===== config.mk =====
export PLATFORM = sky130hd
export DESIGN_NAME = timer_multichannel
export DESIGN_NICKNAME = d
export VERILOG_FILES = /design/src/rtl/timer_pkg.sv /design/src/rtl/timer_prescaler.sv /design/src/rtl/timer_multichannel.sv
export SDC_FILE = /design/constraint.sdc
export NUM_CORES = 1
export LEC_CHECK = 0
export ABC_AREA = 1
export CAP_MARGIN = 25
export CORE_MARGIN = 3
export CORE_UTILIZATION = 49
export CTS_BUF_LIST = sky130_fd_sc_hd__clkbuf_16
export DETAILED_ROUTE_END_ITERATION = 8
export GPL_ROUTABILITY_DRIVEN = 0
export PLACE_DENSITY = 0.82
export SKIP_CTS_REPAIR_TIMING = 1
export SKIP_LAST_GASP = 1
export SYNTH_ARGS = -nofsm -noshare
export SYNTH_HDL_FRONTEND = slang
export SYNTH_HIERARCHICAL = 1
export SYNTH_SLANG_ARGS = --single-unit

===== constraint.sdc =====
create_clock -name sysClock -period 2.3 [get_ports sysClock]
set_input_delay 0.345 -clock sysClock [delete_from_list [all_inputs] [get_ports sysClock]]
set_output_delay 0.345 -clock sysClock [all_outputs]
set_load 0.05 [all_outputs]

===== src/rtl/timer_pkg.sv =====
// Shared encodings and prescaler decode for the multichannel timer.
package timer_pkg;

  localparam int unsigned PRESCALE_W = 10;
  localparam int unsigned TOV_BIT    = 0;

  localparam int unsigned DIV_8    = 8;
  localparam int unsigned DIV_64   = 64;
  localparam int unsigned DIV_256  = 256;
  localparam int unsigned DIV_1024 = 1024;

  typedef enum logic [2:0] {
    CS_STOP    = 3'b000,
    CS_DIV1    = 3'b001,
    CS_DIV8    = 3'b010,
    CS_DIV64   = 3'b011,
    CS_DIV256  = 3'b100,
    CS_DIV1024 = 3'b101,
    CS_STOP6   = 3'b110,
    CS_STOP7   = 3'b111
  } cs_e;

  typedef enum logic [1:0] {
    MODE_NORMAL = 2'b00,
    MODE_CTC    = 2'b01,
    MODE_RSVD2  = 2'b10,
    MODE_RSVD3  = 2'b11
  } mode_e;

  typedef struct packed {
    logic [2:0] rsvd;
    mode_e      mode;
    logic [2:0] cs;
  } tccr_t;

  // Low prescaler bits that must all be ones for a tick at this divisor.
  function automatic logic [PRESCALE_W-1:0] prescale_mask(input logic [2:0] cs);
    logic [PRESCALE_W-1:0] mask;
    mask = '0;
    case (cs)
      CS_DIV8:    mask = PRESCALE_W'(DIV_8 - 1);
      CS_DIV64:   mask = PRESCALE_W'(DIV_64 - 1);
      CS_DIV256:  mask = PRESCALE_W'(DIV_256 - 1);
      CS_DIV1024: mask = PRESCALE_W'(DIV_1024 - 1);
      default:    mask = '0;
    endcase
    return mask;
  endfunction

  function automatic logic cs_running(input logic [2:0] cs);
    logic run;
    run = 1'b0;
    case (cs)
      CS_DIV1, CS_DIV8, CS_DIV64, CS_DIV256, CS_DIV1024: run = 1'b1;
      default: run = 1'b0;
    endcase
    return run;
  endfunction

endpackage


===== src/rtl/timer_prescaler.sv =====
// Free-running 10-bit prescaler producing a one-cycle count enable every N cycles.
module timer_prescaler
  import timer_pkg::*;
(
  input  logic       sysClock,
  input  logic       rst_n,
  input  logic [2:0] cs,
  input  logic       clear,
  output logic       tick
);

  logic [PRESCALE_W-1:0] cnt_q;
  logic [PRESCALE_W-1:0] mask_c;

  always_ff @(posedge sysClock or negedge rst_n) begin
    if (!rst_n) begin
      cnt_q <= '0;
    end else if (clear) begin
      cnt_q <= '0;
    end else begin
      cnt_q <= cnt_q + PRESCALE_W'(1);
    end
  end

  assign mask_c = prescale_mask(cs);

  // Tick decodes from registers only, so clearing aligns the first tick N cycles out.
  assign tick = cs_running(cs) && ((cnt_q & mask_c) == mask_c);

endmodule


===== src/rtl/timer_multichannel.sv =====
// WIDTH-bit timer with NUM_CH output-compare channels, normal/CTC modes and W1C flags.
module timer_multichannel
  import timer_pkg::*;
#(
  parameter int unsigned WIDTH  = 16,
  parameter int unsigned NUM_CH = 2
) (
  input  logic                    sysClock,
  input  logic                    rst_n,
  input  logic [WIDTH-1:0]        tcnt_wdata,
  input  logic                    tcnt_we,
  input  logic [WIDTH-1:0]        ocr_wdata,
  input  logic [NUM_CH-1:0]       ocr_we,
  input  logic [7:0]              tccr_wdata,
  input  logic                    tccr_we,
  input  logic [NUM_CH:0]         timsk_wdata,
  input  logic                    timsk_we,
  input  logic [NUM_CH:0]         tifr_clr,
  output logic [WIDTH-1:0]        tcnt,
  output logic [NUM_CH*WIDTH-1:0] ocr,
  output logic [7:0]              tccr,
  output logic [NUM_CH:0]         timsk,
  output logic [NUM_CH:0]         tifr,
  output logic                    irq
);

  localparam int unsigned NF = NUM_CH + 1;
  localparam logic [WIDTH-1:0] MAX = {WIDTH{1'b1}};

  tccr_t            tccr_q;
  logic [WIDTH-1:0] tcnt_q;
  logic [WIDTH-1:0] ocr_q [NUM_CH];
  logic [NF-1:0]    timsk_q;
  logic [NF-1:0]    tifr_q;
  logic [NUM_CH-1:0] match_c;
  logic [NF-1:0]    flag_set_c;
  logic [WIDTH-1:0] top_c;
  logic             tick;

  timer_prescaler u_prescaler (
    .sysClock (sysClock),
    .rst_n    (rst_n),
    .cs       (tccr_q.cs),
    .clear    (tccr_we),
    .tick     (tick)
  );

  // Compare bank: writes take effect immediately, no shadow register.
  for (genvar n = 0; n < NUM_CH; n++) begin : g_ch
    always_ff @(posedge sysClock or negedge rst_n) begin
      if (!rst_n) begin
        ocr_q[n] <= '0;
      end else if (ocr_we[n]) begin
        ocr_q[n] <= ocr_wdata;
      end
    end
    assign match_c[n] = (tcnt_q == ocr_q[n]);
    assign ocr[n*WIDTH +: WIDTH] = ocr_q[n];
  end

  assign top_c = (tccr_q.mode == MODE_CTC) ? ocr_q[0] : MAX;

  // A counter preload owns the cycle: no compare or overflow events from the old value.
  always_comb begin
    flag_set_c = '0;
    if (tick && !tcnt_we) begin
      flag_set_c[TOV_BIT] = (tcnt_q == MAX);
      flag_set_c[NF-1:1]  = match_c;
    end
  end

  always_ff @(posedge sysClock or negedge rst_n) begin
    if (!rst_n) begin
      tcnt_q  <= '0;
      tccr_q  <= '0;
      timsk_q <= '0;
      tifr_q  <= '0;
    end else begin
      if (tcnt_we) begin
        tcnt_q <= tcnt_wdata;
      end else if (tick) begin
        tcnt_q <= (tcnt_q == top_c) ? '0 : tcnt_q + WIDTH'(1);
      end
      if (tccr_we) begin
        tccr_q <= tccr_t'(tccr_wdata);
      end
      if (timsk_we) begin
        timsk_q <= timsk_wdata;
      end
      tifr_q <= (tifr_q & ~tifr_clr) | flag_set_c;
    end
  end

  assign tcnt  = tcnt_q;
  assign tccr  = tccr_q;
  assign timsk = timsk_q;
  assign tifr  = tifr_q;
  assign irq   = |(tifr_q & timsk_q);

endmodule

### Yosys cells after proc, flatten, opt, wreduce, memory -nomap -nowiden

Cells that the tools add are included.

| storage, ports and cells | value |
|---|---|
| register bits | 72 |
| latch bits | 0 |
| RAM bits | 0 |
| bits in read-only memories | 0 |
| bits of input ports | 53 |
| output and inout port bits | 63 |
| word-level logic and storage cells | 41 |
| memories | 0 |

| cells by class | value |
|---|---|
| $add $sub $neg | 2 |
| $mul | 0 |
| div/mod/pow operators | 0 |
| order comparisons | 0 |
| equality and inequality tests | 11 |
| shift-type cells | 0 |
| multiplexer cells | 8 |
| bitwise logic cells | 5 |
| reductions and logical operators | 6 |

Operator list:

| cell | number |
|---|---|
| $mux W16 | 4 |
| $eq A16 B16 Y1 | 3 |
| $pmux W10 S4 | 1 |
| $add A16 B1 Y16 const B | 1 |
| $eq A16 B16 Y1 const B | 1 |
| $add A10 B1 Y10 const B | 1 |
| $and A10 B10 Y10 | 1 |
| $eq A10 B10 Y1 | 1 |
| $mux W10 | 1 |
| $and A3 B3 Y3 | 2 |
| $eq A3 B2 Y1 const B | 2 |
| $eq A3 B3 Y1 const B | 2 |
| $reduce_or A5 Y1 | 1 |
| $eq A3 B1 Y1 const B | 1 |
| $mux W3 | 1 |
| $not A3 Y3 | 1 |
| $or A3 B3 Y3 | 1 |
| $reduce_or A3 Y1 | 1 |
| $eq A2 B1 Y1 const B | 1 |
| $logic_and A1 B1 Y1 | 2 |
| $reduce_bool A2 Y1 | 1 |
| $logic_not A1 Y1 | 1 |
| $mux W1 | 1 |

### Logic depth before layout (Yosys ltp)

| logic depth | value |
|---|---|
| word-level depth | 8 |
| mapped depth | 14 |
| gate-level depth less buffers | 13 |

### Hierarchy

The synthesis kept the hierarchy.

By module, submodules not included:

| module | instances | cells an instance | area an instance (um2) | sequential area each (um2) |
|---|---|---|---|---|
| timer_multichannel | 1 | 473 | 3577.2 | 1551.5 |
| timer_prescaler | 1 | 77 | 574.3 | 250.2 |

### Worst setup path after synthesis

No wires, ideal clock.

| path | value |
|---|---|
| kind | register to register |
| from | register tccr_q (netlist bit tccr[1]) |
| to | register tcnt_q[4], in the netlist tcnt[4] |
| library setup time | 0.069 ns |
| arrival time | 2.039 ns |
| required time | 2.231 ns |
| slack | 0.193 ns |
| cell stages (with the launch flop) | 15 |
| path buffers | 1 |
| period minus slack after synthesis | 2.107 ns |
| cells stage by stage | dfrtp_1 inv_1 ha_1 inv_1 nand2_1 nand2_1 nand3b_1 a21oi_1 nand2_1 inv_1 buf_2 nand2_1 nor2_1 nand2_1 nand3_1 |

| on the way | value |
|---|---|
| longest elaborated chain between the ends | 6 |
| elaborated cells between the ends (all ways) | 12 |
| classes of those cells | eq/ne (6); mux (2); bitwise (1); reduce/logical (3) |

Ends and longest elaborated chain:

| element | line | source |
|---|---|---|
| start, declared | timer_multichannel.sv:30 | `tccr_t tccr_q;` |
| start signal, assigned | timer_multichannel.sv:85 | `tccr_q <= tccr_t'(tccr_wdata);` |
| $eq A3 B3 Y1 or $eq A3 B2 Y1 (tied branches) | timer_pkg.sv:40, timer_pkg.sv:53 |  |
| $pmux W10 S4 | timer_pkg.sv:40 | `case (cs)` |
| $and A10 B10 Y10 | timer_prescaler.sv:28 | `assign tick = cs_running(cs) && ((cnt_q & mask_c) == mask_c);` |
| $eq A10 B10 Y1 | timer_prescaler.sv:28 |  |
| $logic_and A1 B1 Y1 (*) | timer_prescaler.sv:28 |  |
| named net tick | timer_multichannel.sv:38 | `logic tick;` |
| $reduce_bool A2 Y1 (no source line) (*) | - |  |
| end signal, assigned | timer_multichannel.sv:80 | `tcnt_q <= tcnt_wdata;` |
| end signal, assigned | timer_multichannel.sv:82 | `tcnt_q <= (tcnt_q == top_c) ? '0 : tcnt_q + WIDTH'(1);` |
| end, declared | timer_multichannel.sv:31 | `logic [WIDTH-1:0] tcnt_q;` |

Mark *: on every way through the listed nets, which the timed path passes. The rest lies on a longest branch.
A chain may end at the register's enable or synchronous reset.

### Final worst setup path

| path | value |
|---|---|
| from | register tcnt_q[8], in the netlist tcnt[8] |
| to | output tcnt[8] |

RTL lines:

| element | line | source |
|---|---|---|
| end, declared | timer_multichannel.sv:19 | `output logic [WIDTH-1:0] tcnt,` |

No word-level cell between the ends.

==> metrics.cfg <==
[run_status]
status = completed

[detailed_routing]
drc = 0
avgViaCountPerCell = 5.43
wl_per_cell_um = 15.6
drt_first_iter_violations = 344
num_vias = 4206
firstDrtPassIters = 5
antenna_left = 0
wl_mm = 12.1

[clocking]
cts-htree-levels = 3
cts_sinks = 72
cts_root_buf = clkbuf_16
cts_tree = yes
clock_latency_ns = 0.33
clockBufferDepth = 2
path_clk_slew_ns = 0.05
numCtsBuffers = 9

[final_layout]
antenna_cells = 0
final_nets = 724
drive_above_1_share_pct = 9.38
instances_no_fill = 774
synthToLayoutAreaGrowth_pct = 37.5

[floorplan]
die_x_um = 98.0
dieArea_um2 = 9610
io_pins = 116
chipHeight_um = 98.0
num_rows = 32
coreArea_um2 = 7970
start_util_pct = 52.1

[sta]
max-slew-margin-rel_pct = 63.2
worst_pin_slew_ns = 0.550
finalHoldViolations = 0
slew_violations = 0
period_minus_slack_ns = 2.13
setup_viol = 0
fmax_ghz = 0.470
fin_hold_ws_ns = 0.0495
skew_ns = 0.00993
period_share_pct = 92.5

[critical_path]
cp_max_fo = 9
cp.arrival_ns = 1.78
cp_slowest_stage_delay_ns = 0.88
r2r_start = tccr[1]
endpoint_kind = output port
cp-start-kind = register
reg2reg_slack_ns = 0.18
critical_path_class = reg -> out
regToRegEndpoint = tifr[2]
worst_path_max_delay_cell = clkdlybuf4s50_1
crit_buf_inv = 1
required_ns = 1.96
r2r_cells = 13
cp_top_family = buffers and inverters
worst-path-stages = 1
path_cells = clkdlybuf4s50_1

[synthesis]
yosys_warnings = 6
synth.avg_cell_area_um2 = 7.55
ys.flop_type = dfrtp_1
synth_cells = 550
synth.distinct_cells = 32
synth-edff-count = 0
synth_area_um2 = 4150
async_reset_ff_share_pct = 100
ys_ff_latch = 72
syn_nets = 607
yosysSeqAreaShare_pct = 43.4

[global_routing]
grt_start_max_net_pins = 73
first_global_vias = 4101
grt_pass1_wl_mm = 20.0
antenna_found_initial = 0
grt_usage_pct = 25.5
grt-ovfl-total = 0

[min_path]
hold_class = in -> async

[placed_design]
hpwl_mm = 8.82
dp_cells = 754
port-buffer-count = 115

[power_and_ir_drop]
p_leak_nw = 2.73
power_density_nw_per_um2 = 758
vdd_drop_max_uv = 416

[flow_run]
max_cap_violations = 0

[synthesized netlist by cell type, types with 9 or more instances]
cell type | count | area [µm²]
a22oi_1 | 15 | 113
dfrtp_1 | 72 | 1800
mux2_2 | 13 | 146
nand3_1 | 31 | 155
nand3_2 | 10 | 100
o21ai_0 | 43 | 215
clkbuf_1 | 9 | 33.8
xor2_1 | 11 | 96.3
nor2_1 | 33 | 124
a21oi_1 | 10 | 50.1
inv_1 | 73 | 274
nand2_1 | 169 | 634
[layout make-up]
type                            instances  area, µm²
Clock buffer                            9        225
Fill cell                             591       2260
Multi-Input combinational cell        379       1950
Clock inverter                          7       57.6
Sequential cell                        72       1800
Tap cell                              102        128
Inverter                               78        293
Timing Repair Buffer                  127       1250
[worst max path at each step]
stage	start	end
finish	tcnt[8]	tcnt[8]
global route	tccr[1]	tifr[2]
CTS	tccr[1]	tcnt[15]
detailed placement	tccr[1]	tcnt[15]
global placement	tccr[1]	tcnt[15]
floorplan	tccr[1]	tcnt[4]
[cell families (layout without fill, tap and decap cells)]
logic type,after synthesis,count (layout),share of synthesized area [%]
and+or+nand+nor,265,265,27.9
buffers and inverters,99,221,9.67
AOI/OAI and AO/OA,82,82,11.1
DFF,72,72,43.4
xor gates and xnor gates,15,15,3.16
muxes,13,13,3.53
adders and majority gates,4,4,1.21
[sequential cells by signal, indices dropped and copies added (netlist names)]
signal	cells
tcnt	16
timsk	3
tifr	3
tccr	8
ocr	32
u_prescaler/cnt_q	10
[through the flow]
| step | setup WS, ns | setup TNS (ns) | area (µm²) | utilization, % | power [mW] |
|---|---|---|---|---|---|
| final | 0.173 | 0 | 5710 | 71.6 | 4.33 |
| after global routing | -0.0159 | -0.0159 | 5710 | 71.6 | 4.53 |
| after CTS | 0.00553 | 0 | 5670 | 71.2 | 4.32 |
| after detailed placement | 0.0558 | 0 | 5390 | 67.6 | 2.98 |
| after global placement | 0.211 | 0 | 5390 | 67.6 | 2.95 |
| after floorplan | 0.193 | 0 | 4150 | - | 2.45 |
[report_power, final]
| part | total, mW | switching, mW | internal [mW] |
|---|---|---|---|
| clock network | 1.33 | 0.507 | 0.821 |
| logic | 1.41 | 0.901 | 0.513 |
| registers | 1.59 | 0.198 | 1.39 |
| total | 4.33 | 1.61 | 2.72 |
[layout by cell type (no fill, tap or decap)]
master / count
clkinv_2: 1
nor2_1: 33
ha_1: 4
nor3_1: 4
xnor2_1: 4
xor2_1: 11
buf_2: 1
nor2_4: 1
clkdlybuf4s50_1: 114
nand2_2: 2
inv_2: 5
o221ai_1: 1
nand3_2: 10
dfrtp_1: 72
mux2_2: 13
a21oi_2: 1
o22ai_1: 1
a21oi_1: 9
o21ai_1: 8
a22oi_1: 15
nand3_1: 31
clkinvlp_4: 1
buf_12: 1
nor2_2: 5
o2111ai_1: 1
nand4_1: 8
nand3b_1: 2
nand2_1: 168
a31oi_1: 2
buf_4: 11
clkbuf_16: 9
o211ai_1: 1
nand2_4: 1
bufinv_16: 1
o21ai_0: 43
inv_1: 77
[layer usage]
| metal | track usage [%] | up-vias | wire length, µm | part of all wire (%) |
|---|---|---|---|---|
| met3 | 5.86 | 20 | 1100 | 9.1 |
| met5 | 0 | - | 0 | 0 |
| met1 | 35.0 | 1971 | 5130 | 43 |
| li1 | - | 1994 | - | - |
| met2 | 39.8 | 221 | 5590 | 46 |
| met4 | 8.95 | 0 | 235 | 1.9 |
Note: power is estimated with default switching activity, not from simulation.
